<file path="config.mk">
export PLATFORM = sky130hd
export DESIGN_NAME = regfile_wb_arbiter
export DESIGN_NICKNAME = d
export VERILOG_FILES = /design/src/rtl/regfile_wb_arbiter.sv
export SDC_FILE = /design/constraint.sdc
export NUM_CORES = 1
export LEC_CHECK = 0
export ABC_AREA = 1
export CELL_PAD_IN_SITES_DETAIL_PLACEMENT = 0
export CELL_PAD_IN_SITES_GLOBAL_PLACEMENT = 1
export CORE_ASPECT_RATIO = 1.5
export CORE_MARGIN = 2
export CORE_UTILIZATION = 30
export DETAILED_ROUTE_END_ITERATION = 16
export PLACE_DENSITY_LB_ADDON = 0.1
export SETUP_SLACK_MARGIN = 0.02
export SKIP_CTS_REPAIR_TIMING = 1
export SLEW_MARGIN = 0
export SYNTH_ARGS = -nofsm -noshare
export SYNTH_HDL_FRONTEND = slang
export SYNTH_SLANG_ARGS = --single-unit
</file>
<file path="constraint.sdc">
create_clock -name clk -period 5.75 [get_ports clk]
set_clock_uncertainty 0.05 [all_clocks]
set_input_delay 0.575 -clock clk [delete_from_list [all_inputs] [get_ports clk]]
set_output_delay 0.575 -clock clk [all_outputs]
set_load 0.1 [all_outputs]
</file>
<file path="src/rtl/regfile_wb_arbiter.sv">
// Round-robin write-back arbiter for the register file write port, with a
// pending-write scoreboard used by issue logic to detect read-after-write hazards.
module regfile_wb_arbiter #(
  parameter int unsigned NUM_REQ = 3,
  parameter int unsigned XLEN    = 32
) (
  input  logic                    clk,
  input  logic                    rst_n,
  input  logic [NUM_REQ-1:0]      req_valid,
  input  logic [NUM_REQ*5-1:0]    req_rd,
  input  logic [NUM_REQ*XLEN-1:0] req_data,
  output logic [NUM_REQ-1:0]      req_ready,
  output logic                    rf_we,
  output logic [4:0]              rf_rd,
  output logic [XLEN-1:0]         rf_wdata,
  input  logic                    iss_valid,
  input  logic [4:0]              iss_rd,
  input  logic [4:0]              chk_rs1,
  input  logic [4:0]              chk_rs2,
  output logic                    hazard,
  output logic [31:0]             pending
);

  localparam int unsigned IW = (NUM_REQ > 1) ? $clog2(NUM_REQ) : 1;

  logic [IW-1:0]   last_grant;
  logic [IW-1:0]   grant_idx;
  logic            xfer;
  logic [4:0]      sel_rd;
  logic [XLEN-1:0] sel_data;
  logic            wr_commit;
  logic [31:0]     pending_next;

  // Search starts one past the last served index; the grant depends only on
  // req_valid and last_grant, so a withdrawn request can never stall the port.
  always_comb begin
    int unsigned idx;
    idx       = 0;
    xfer      = 1'b0;
    grant_idx = last_grant;
    sel_rd    = '0;
    sel_data  = '0;
    req_ready = '0;
    for (int unsigned k = 1; k <= NUM_REQ; k++) begin
      idx = (int'(last_grant) + k) % NUM_REQ;
      if (!xfer && req_valid[idx]) begin
        xfer      = 1'b1;
        grant_idx = idx[IW-1:0];
        sel_rd    = req_rd[5*idx +: 5];
        sel_data  = req_data[XLEN*idx +: XLEN];
      end
    end
    if (xfer) req_ready[grant_idx] = 1'b1;
  end

  assign wr_commit = xfer && (sel_rd != 5'd0);

  // Set is applied after clear so a newer issue to the same register wins.
  always_comb begin
    pending_next = pending;
    if (wr_commit) pending_next[sel_rd] = 1'b0;
    if (iss_valid && (iss_rd != 5'd0)) pending_next[iss_rd] = 1'b1;
    pending_next[0] = 1'b0;
  end

  always_ff @(posedge clk or negedge rst_n) begin
    if (!rst_n) begin
      last_grant <= IW'(NUM_REQ - 1);
      rf_we      <= 1'b0;
      rf_rd      <= '0;
      rf_wdata   <= '0;
      pending    <= '0;
    end else begin
      rf_we   <= wr_commit;
      pending <= pending_next;
      if (xfer) last_grant <= grant_idx;
      if (wr_commit) begin
        rf_rd    <= sel_rd;
        rf_wdata <= sel_data;
      end
    end
  end

  assign hazard = ((chk_rs1 != 5'd0) && pending[chk_rs1]) ||
                  ((chk_rs2 != 5'd0) && pending[chk_rs2]);

endmodule

</file>
**After elaboration in Yosys (flattened, before gate mapping)**

Index checks and enable logic that the tools add are counted.

- Input bits: 132
- Output and inout port bits: 74
- Flip-flop bits (word level): 71

- Shift operators: 6
- Bitwise operators: 3
- Muxes and demuxes: 31
- $lt $le $gt $ge: 11
- $add $sub $neg: 3
- $mul: 3
- Div/mod/pow operators: 3
- Reductions and logical operators: 16

Operators with widths:

| kind | number |
|---|---|
| 96-bit by 33-bit indexed part select with 32-bit output | 3 |
| 32-bit two-way mux | 5 |
| 15-bit by 33-bit indexed part select with 5-bit output | 3 |
| 32-bit by 3-bit < comparator with 1-bit output, second input constant | 3 |
| 32-bit by 2-bit modulo with 32-bit output, second input constant | 3 |
| 3-bit by 32-bit multiplier with 32-bit output, first input constant | 3 |
| 32-bit bitwise AND | 1 |
| 32-bit NOT | 1 |
| 32-bit bitwise OR | 1 |
| 5-bit by 6-bit < comparator with 1-bit output, second input constant | 4 |
| 5-bit nonzero test | 4 |
| 5-bit two-way mux | 3 |
| 1-bit two-way mux | 11 |
| 1-bit binary-select mux with 5-bit select | 2 |
| 1-bit demux with 5-bit select | 2 |
| 5-bit by 1-bit >= comparator with 1-bit output, second input constant | 2 |
| 1-bit logical AND | 9 |
| 2-bit by 2-bit adder with 3-bit output, second input constant | 2 |
| 1-bit binary-select mux with 2-bit select | 3 |
| 2-bit two-way mux | 3 |
| 2-bit by 1-bit adder with 3-bit output, second input constant | 1 |
| 2-bit by 3-bit < comparator with 1-bit output, second input constant | 1 |
| 3-bit two-way mux | 1 |
| 1-bit demux with 2-bit select | 1 |
| other kinds (3) | 4 |

**Logic depth before layout (Yosys ltp)**

Gate-level depths: netlist of the first run.

- Depth in word-level cells: 20
- Depth in mapped cells: 29
- Gate-level depth less buffers: 26

**Worst setup path before layout of the first run**

Ideal clock, no wire load.

- Path kind: reg-to-output
- From: reg last_grant[1]
- To: out req_ready[0]
- Data required time: 5125 ps
- Cell stages (with the launch flop): 14
- Setup slack: 1099 ps
- Data arrival time: 4026 ps
- Path buffers: 1
- Cell sequence: dfstp_2 inv_1 ha_1 buf_6 inv_4 o21ai_1 nand2_2 nand2_1 inv_2 nand2_1 inv_1 o21ai_0 o21ai_0 nor3_1

- Longest elaborated chain between the ends: 16
- Elaborated cells on any way between the ends: 28

RTL lines:

| what | line | RTL |
|---|---|---|
| start, declared | 26 | `logic [IW-1:0] last_grant;` |
| start signal, assigned | 68 | `last_grant <= IW'(NUM_REQ - 1);` |
| start signal, assigned | 76 | `if (xfer) last_grant <= grant_idx;` |
| 2-bit by 1-bit adder with 3-bit output | 45 | `idx = (int'(last_grant) + k) % NUM_REQ;` |
| 32-bit by 2-bit modulo with 32-bit output | 45 |  |
| 1-bit binary-select mux with 2-bit select | 46 | `if (!xfer && req_valid[idx]) begin` |
| 1-bit two-way mux (not written as such) | 46 |  |
| 1-bit two-way mux | 46 |  |
| 1-bit logical NOT | 46 |  |
| 1-bit logical AND | 46 |  |
| 1-bit two-way mux | 46 |  |
| 1-bit logical NOT | 46 |  |
| 1-bit logical AND | 46 |  |
| 2-bit two-way mux | 46 |  |
| 2-bit by 3-bit < comparator with 1-bit output (not written as such) / 2-bit by 1-bit >= comparator with 1-bit output (equally long branches) | 53 | `if (xfer) req_ready[grant_idx] = 1'b1;` |
| 1-bit logical AND (not written as such) | 53 |  |
| 1-bit two-way mux (not written as such) | 53 |  |
| 1-bit demux with 2-bit select | 53 |  |
| 3-bit two-way mux (*) | 53 |  |
| end, declared | 12 | `output logic [NUM_REQ-1:0] req_ready,` |

Mark *: on every way between the ends. The rest lies on a longest branch, timed or not. The select of a mux whose other input is x is not followed.

**Worst setup path after layout of the first run**

- From: reg last_grant[0]
- To: out req_ready[0]

Same word-level chain as after synthesis.

==> impl_metrics.py, run 1 <==
metrics = {
    "clock_tree": {
        "h-tree-depth": 3,
        "clock_tree.root_cell": "clkbuf_16",
        "cts.sinks": 71,
        "clock_latency_ns": 0.33,
        "clk_path_buf_depth": 2,
        "cts_buffers": 9,
        "cts_tree": "done",
        "path_clk_slew_ns": 0.07,
    },
    "layout": {
        "nFillCells": 2940,
        "fin_nets": 1628,
        "layout.cells.non_filler": 1819,
        "layout-drive-gt1-share_pct": 5.32,
        "diodes": 0,
        "area.growth.synth_to_final_pct": 31.5,
        "finalInstanceArea_mm2": 0.0103,
    },
    "setup_path": {
        "critical_path.endpoint_type": "output pin",
        "startpoint_type": "flip-flop",
        "worstReg2RegEnd": "rf_wdata[23]",
        "max_stage_delay_ns": 0.62,
        "crit_buf_inv": 7,
        "arrival_ns": 4.29,
        "r2r_start": "last_grant[1]",
        "crit_top_cell": "nand2_1",
        "crit_fanout": 73,
        "critPathRequiredTime_ns": 5.12,
        "worstRegToRegCells": 22,
        "critical-path-top-delay-family": "buffers and inverters",
        "slowest_stage": "buf_4",
        "crit_type": "flip-flop to output pin",
        "path_cells": "inv_1, ha_2, buf_4, inv_4, nand2_1, nand3_1, nand2_1, inv_1, nand2_1, inv_2, nand2_1, inv_1, o21ai_0, o21ai_0, nor3_1, buf_4",
        "ff2ff_setup_slack_ns": 1.14,
    },
    "logic_synthesis": {
        "syn_avg_cell_area_um2": 5.87,
        "synth_flop_cell": "dfrtp_1",
        "synth.most_common_cell": "nand2_1",
        "synthArstFlopShare_pct": 100,
        "yosysUniqueCellTypes": 41,
        "yosys_warnings": 0,
        "synth_top_area_share_pct": 22.3,
        "synth-edff-count": 0,
        "synth_top_area_cell": "dfrtp_1",
        "yosysSeqAreaShare_pct": 22.6,
        "ys_ff_latch": 71,
        "synth_nets": 1485,
        "synthesis.area_mm2": 0.00786,
        "synthTopCellsByCount": "nand2_1 (377), o21ai_0 (190), nand3_1 (160)",
        "synthTopCellsByArea": "dfrtp_1 (22%), nand2_1 (18%), o21ai_0 (12%)",
        "synth_cells": 1338,
    },
    "place": {
        "place.gp.congestion": 0.867,
        "port_buffers": 204,
        "place_inst": 1803,
        "placed_area_mm2": 0.0101,
        "pre_cts_ws_ns": 1.15,
        "dp_hpwl_mm": 23.4,
    },
    "routing": {
        "drtAntennaViolNets": 0,
        "routed_via_density": 5.37,
        "initialDrtViolationCount": 849,
        "drc_errors": 0,
        "first_pass_iters": 5,
        "vias": 9763,
        "wl_per_cell_um": 18.1,
        "wl_mm": 33.0,
    },
    "global_routing": {
        "grt_max_degree": 75,
        "met2_usage_pct": 43.0,
        "grt_most_used_layer": "met2",
        "overflow": 0,
        "grt_pass1_vias": 9749,
        "grt_pass1_wl_mm": 53.3,
        "grt.total_usage_pct": 24.3,
        "grt_use_met3_pct": 2.28,
        "use_met1_pct": 30.2,
        "antenna_found_initial": 0,
    },
    "floorplan": {
        "coreArea_mm2": 0.0258,
        "die_x_um": 136,
        "rows": 72,
        "num_io_pins": 206,
        "die_y_um": 202,
        "initial_utilization_pct": 30.5,
        "die_area_mm2": 0.0275,
    },
    "status": {
        "outcome": "completed",
    },
    "sta": {
        "hold_violations": 0,
        "rsz0062_at_grt": "false",
        "max_freq_mhz": 203,
        "setup_viol": 0,
        "slew_headroom_pct": 21.3,
        "worst_slack_ns": 0.834,
        "finalMaxSlewViolations": 0,
        "min_period_over_period_pct": 85.5,
        "final.setup.tns_ns": 0,
        "worst_pin_slew_ns": 1.17,
        "period_minus_slack_ns": 4.92,
    },
    "hold_path": {
        "min_path_type": "input port to async pin",
    },
    "job": {
        "cap_violations": 0,
    },
}
## worst register-to-register path, cell delays in order, from the launching register on
cell	delay, ns
dfstp_2	0.61
ha_1	0.22
inv_1	0.07
ha_1	0.28
o21ai_0	0.45
ha_1	0.20
inv_1	0.05
fa_1	0.46
nand2_1	0.10
nand2_2	0.25
nand2_1	0.15
nand2_1	0.06
nand2_1	0.07
o21ai_1	0.05
nand2_1	0.09
nand2_1	0.07
nand2_1	0.10
nand2_4	0.17
nor2_8	0.16
nand3_2	0.38
buf_12	0.33
nand2_1	0.07
nand2_1	0.05
## how the worst max path moves through the flow
stage	start	to	slack, ns	depth (start not counted)
detailed placement	last_grant[1]	rf_rd[4]	1.15	21
CTS	last_grant[1]	req_ready[0]	0.79	16
floorplan	last_grant[1]	req_ready[0]	1.10	13
global route	last_grant[0]	req_ready[0]	0.51	16
finish	last_grant[0]	req_ready[0]	0.83	16
global placement	last_grant[1]	req_ready[0]	1.25	16
## area by class of cell
type / count / area (um^2) / area share, %
Multi-Input combinational cell: 1024 / 5100 / 49.4
Timing Repair Buffer: 222 / 2180 / 21.1
Sequential cell: 71 / 1780 / 17.2
Inverter: 153 / 579 / 5.61
Tap cell: 333 / 417 / 4.03
Clock buffer: 10 / 229 / 2.22
Clock inverter: 6 / 46.3 / 0.448
## layout by cell type (no fill, tap or decap), types with 3 or more instances in the layout
cell / instances
nor3_1: 16
nand3_1: 160
nor2_2: 4
inv_1: 140
a21oi_2: 3
nand4_1: 49
o22ai_1: 9
o211ai_1: 6
nand2_2: 5
nor2_4: 4
o21ai_0: 190
ha_1: 11
clkdlybuf4s50_1: 200
fa_1: 3
nor2_1: 44
nand2_4: 3
clkbuf_16: 9
nand2_1: 377
o221ai_1: 34
buf_4: 21
a21oi_1: 83
dfrtp_1: 70
o21ai_1: 5
inv_2: 10
## cell families after synthesis
family,after synthesis,synth area share [%]
AND/OR/NAND/NOR,668,37.5
AO/OA/AOI/OAI,337,23.7
buffers and inverters,243,13.1
flip-flops,71,22.6
adder cells (fa/ha/maj),15,2.67
XOR/XNOR,2,0.223
other,1,0.0477
multiplexers,1,0.127
## stage by stage
| step | hold WS, ns | util (%) |
|---|---|---|
| 2_1_floorplan | 0.229 | - |
| 3_3_place_gp | 0.442 | 39.0 |
| 3_5_place_dp | 0.457 | 39.0 |
| 4_1_cts | 0.376 | 40.1 |
| 5_1_grt | 0.403 | 40.1 |
| 6_report | 0.314 | 40.1 |
## sequential cells by signal, summed over array words and instances, names as in the netlist
signal,cells
last_grant,2
rf_wdata,32
rf_rd,5
pending,31
rf_we,1
## metal layers
metal	share of wire, %	vias up
met5	0	-
met2	51	324
met3	4.4	61
met4	2.5	0
met1	42	4570
li1	-	4808
Power of run 1 is not shown: default switching activity piles up to over one toggle a cycle in this logic, so the estimate is an artifact.
==> inputs of run 2 (changes only) <==
SLEW_MARGIN = 20   (was 0)
==> impl_metrics.py, run 2 (same netlist as run 1, synthesis figures left out) <==
metrics = {
    "status": {
        "outcome": "completed",
    },
    "layout": {
        "most-common-layout-cells": "nand2_1 (377), clkdlybuf4s50_1 (200), o21ai_0 (190)",
        "nFillCells": 2890,
        "multi_input_area_mm2": 0.00511,
        "fin_nets": 1628,
        "diodes": 0,
        "reg.largest.list": "rf_wdata (32), pending (31), rf_rd (5)",
        "layout-drive-gt1-share_pct": 5.45,
        "regMostFlops": "rf_wdata",
        "largest_register_ff_count": 32,
        "mostFrequentLayoutCell": "nand2_1",
        "seqCellArea_mm2": 0.00178,
        "area.growth.synth_to_final_pct": 31.6,
        "finalInstanceArea_mm2": 0.0103,
    },
    "routing": {
        "first_pass_iters": 5,
        "wl_mm": 32.9,
        "routed_via_density": 5.35,
        "drc_errors": 0,
        "initialDrtViolationCount": 804,
        "drtAntennaViolNets": 0,
        "wl_per_cell_um": 18.1,
        "vias": 9726,
    },
    "setup_path": {
        "crit_buf_inv": 8,
        "crit_cells": 16,
        "max_stage_delay_ns": 0.61,
        "worstRegToRegCells": 22,
        "critical_path.endpoint_type": "output pin",
        "crit_type": "flip-flop to output pin",
        "ff2ff_setup_slack_ns": 1.14,
        "path_cells": "inv_1, ha_1, buf_4, inv_4, buf_4, o21ai_0, nand2_1, inv_1, nand2_1, inv_2, nand2_1, inv_1, o21ai_0, o21ai_0, nor3_1, buf_4",
        "slowest_stage": "dfstp_2",
        "startpoint_type": "flip-flop",
        "arrival_ns": 4.28,
        "critPathRequiredTime_ns": 5.12,
        "critical-path-top-delay-family": "buffers and inverters",
        "crit_fanout": 37,
    },
    "floorplan": {
        "coreArea_mm2": 0.0258,
        "die_area_mm2": 0.0275,
        "die_y_um": 202,
        "num_io_pins": 206,
        "initial_utilization_pct": 30.5,
        "die_x_um": 136,
        "rows": 72,
    },
    "clock_tree": {
        "path_clk_slew_ns": 0.07,
        "h-tree-depth": 3,
        "cts_buffers": 9,
        "cts_tree": "done",
        "cts.sinks": 71,
        "clock_latency_ns": 0.33,
        "clock_tree.root_cell": "clkbuf_16",
        "clk_path_buf_depth": 2,
    },
    "place": {
        "dp_hpwl_mm": 23.4,
        "place.gp.congestion": 0.867,
        "port_buffers": 204,
        "pre_cts_ws_ns": 1.14,
        "placed_area_mm2": 0.0101,
    },
    "sta": {
        "slew_headroom_pct": 27.4,
        "final.setup.tns_ns": 0,
        "rsz0062_at_grt": "false",
        "setup_viol": 0,
        "hold_violations": 0,
        "max_freq_mhz": 204,
        "worst_pin_slew_ns": 1.08,
        "min_period_over_period_pct": 85.2,
        "finalMaxSlewViolations": 0,
        "worst_slack_ns": 0.848,
        "whs_ns": 0.311,
        "period_minus_slack_ns": 4.90,
    },
    "global_routing": {
        "grt_pass1_vias": 9657,
        "grt_pass1_wl_mm": 53.2,
        "antenna_found_initial": 0,
        "overflow": 0,
        "grt.total_usage_pct": 24.2,
        "grt_max_degree": 75,
    },
    "hold_path": {
        "min_path_type": "input port to async pin",
    },
    "job": {
        "cap_violations": 0,
    },
}
run 2: final timing paths:
path | from | to
max | last_grant[1] | req_ready[0]
min | rst_n | pending[3]
max reg2reg | last_grant[1] | rf_wdata[29]
min reg2reg | pending[25] | pending[25]
max in group asynchronous | rst_n | rf_wdata[17]
min in group clk | pending[25] | pending[25]
run 2: final cells by class:
| class | count | area share [%] |
|---|---|---|
| inverter | 153 | 5.60 |
| clock inverter | 6 | 0.424 |
| tap | 333 | 4.03 |
| sequential | 71 | 17.2 |
| multi-input combinational | 1024 | 49.4 |
| clock buffer | 10 | 2.21 |
| timing repair buffer | 222 | 21.1 |
run 2: metrics by stage:
stage               cells  utilization (%)
floorplan            1338                -
global placement     1803             39.0
detailed placement   1803             39.0
CTS                  1819             40.1
global route         1819             40.1
finish               1819             40.1
run 2: metal layers:
metal	global-route usage (%)	share of wire, %	vias to the layer above	wire [um]
li1	-	-	4808	-
met1	29.8	41	4514	13500
met2	43.4	51	351	16800
met3	2.76	5.6	53	1840
met4	7.66	2.3	0	743
met5	0	0	-	0
Power of run 2 is left out for the same reason.
==> inputs of run 3 (changes only) <==
CORE_MARGIN = 4   (was 2)
SLEW_MARGIN = 40   (was 20)
==> impl_metrics.py, run 3 (same netlist as run 1, synthesis figures left out) <==
metrics = {
    "status": {
        "outcome": "completed",
    },
    "clock_tree": {
        "clock_latency_ns": 0.32,
        "h-tree-depth": 3,
        "cts_tree": "done",
        "clock_tree.root_cell": "clkbuf_16",
        "cts_buffers": 9,
        "clk_path_buf_depth": 2,
        "cts.sinks": 71,
        "path_clk_slew_ns": 0.06,
    },
    "place": {
        "dp_hpwl_mm": 23.7,
        "port_buffers": 204,
        "place.gp.congestion": 0.871,
    },
    "routing": {
        "routed_via_density": 5.31,
        "drc_errors": 0,
        "wl_per_cell_um": 18.3,
        "vias": 9679,
        "initialDrtViolationCount": 645,
        "drtAntennaViolNets": 0,
        "wl_mm": 33.4,
        "first_pass_iters": 5,
    },
    "sta": {
        "final.setup.tns_ns": 0,
        "rsz0062_at_grt": "false",
        "worst_pin_slew_ns": 0.807,
        "finalMaxSlewViolations": 0,
        "period_minus_slack_ns": 4.65,
        "hold_violations": 0,
        "setup_viol": 0,
        "min_period_over_period_pct": 80.9,
        "slew_headroom_pct": 46.1,
        "max_freq_mhz": 215,
    },
    "layout": {
        "reg.largest.list": "rf_wdata (32), pending (31), rf_rd (5)",
        "multi_input_area_mm2": 0.00512,
        "area.growth.synth_to_final_pct": 28.1,
        "mostFrequentLayoutCell": "nand2_1",
        "regMostFlops": "rf_wdata",
        "largest_register_ff_count": 32,
        "layout-drive-gt1-share_pct": 10.7,
        "nFillCells": 2926,
        "most-common-layout-cells": "nand2_1 (377), o21ai_0 (190), nand3_1 (160)",
        "seqCellArea_mm2": 0.00178,
        "fin_nets": 1632,
        "diodes": 0,
    },
    "floorplan": {
        "initial_utilization_pct": 30.5,
        "die_y_um": 206,
        "num_io_pins": 206,
        "die_area_mm2": 0.0289,
        "coreArea_mm2": 0.0258,
        "rows": 72,
        "die_x_um": 140,
    },
    "setup_path": {
        "r2r_start": "last_grant[1]",
        "arrival_ns": 4.03,
        "critical_path.endpoint_type": "output pin",
        "crit_type": "flip-flop to output pin",
        "startpoint_type": "flip-flop",
        "startpoint": "last_grant[0]",
        "crit_fanout": 61,
        "critPathRequiredTime_ns": 5.12,
    },
    "job": {
        "cap_violations": 0,
    },
    "global_routing": {
        "grt_pass1_vias": 9539,
        "overflow": 0,
        "grt_pass1_wl_mm": 52.7,
        "grt_max_degree": 75,
        "antenna_found_initial": 0,
        "grt.total_usage_pct": 22.4,
    },
    "hold_path": {
        "min_path_type": "input port to async pin",
    },
}
-- run 3: cell count changes in the layout (fill, tap and decap cells not counted), sizes merged --
cell / delta
buf: +74
bufinv: +1
clkdlybuf4s50: -70
clkinv: -1
-- run 3: stage by stage --
step           utilization, %  instance area, um^2  hold WS [ns]  setup WS [ns]  std cells
2_1_floorplan               -                 7860         0.229           1.10       1338
3_3_place_gp             39.1                10100         0.451           1.30       1807
3_5_place_dp             37.9                 9750         0.453           1.18       1807
4_1_cts                  39.1                10100         0.230           1.05       1823
5_1_grt                  39.1                10100         0.261          0.633       1823
6_report                 39.1                10100         0.203           1.10       1823
-- run 3: layout make-up --
cell class,instances,area share [%]
Tap cell,333,4.14
Clock buffer,10,2.37
Sequential cell,71,17.7
Multi-Input combinational cell,1024,50.9
Inverter,153,5.76
Clock inverter,6,0.684
Timing Repair Buffer,226,18.5
-- run 3: worst max-delay path, stage by stage (launching register included) --
cell and delay [ns]:
dfrtp_1 0.44, inv_1 0.19, ha_2 0.22, buf_4 0.62, inv_4 0.25, nand2_1 0.12
nand3_1 0.07, nand2_1 0.13, inv_1 0.06, nand2_1 0.12, inv_2 0.33, nand2_1 0.15
inv_1 0.05, o21ai_0 0.13, o21ai_0 0.22, nor3_1 0.25, buf_4 0.32
-- run 3: per-layer routing --
layer | GRT usage [%] | share of wire, % | routed length (um)
met1 | 27.9 | 42 | 14000
met2 | 40.3 | 51 | 17000
met3 | 2.43 | 4.5 | 1490
met4 | 7.27 | 2.5 | 846
met5 | 0 | 0 | 0
-- run 3: path summary, 6_finish.rpt --
check | end | slack, ns | cells after the start
max | req_ready[0] | 1.10 | 16
min | pending[10] | 0.20 | 1
max reg2reg | rf_wdata[25] | 1.20 | 22
min reg2reg | pending[17] | 0.47 | 2
max in group asynchronous | last_grant[0] | 4.97 | 1
min in group clk | pending[17] | 0.47 | 2
Power of run 3 is left out for the same reason.
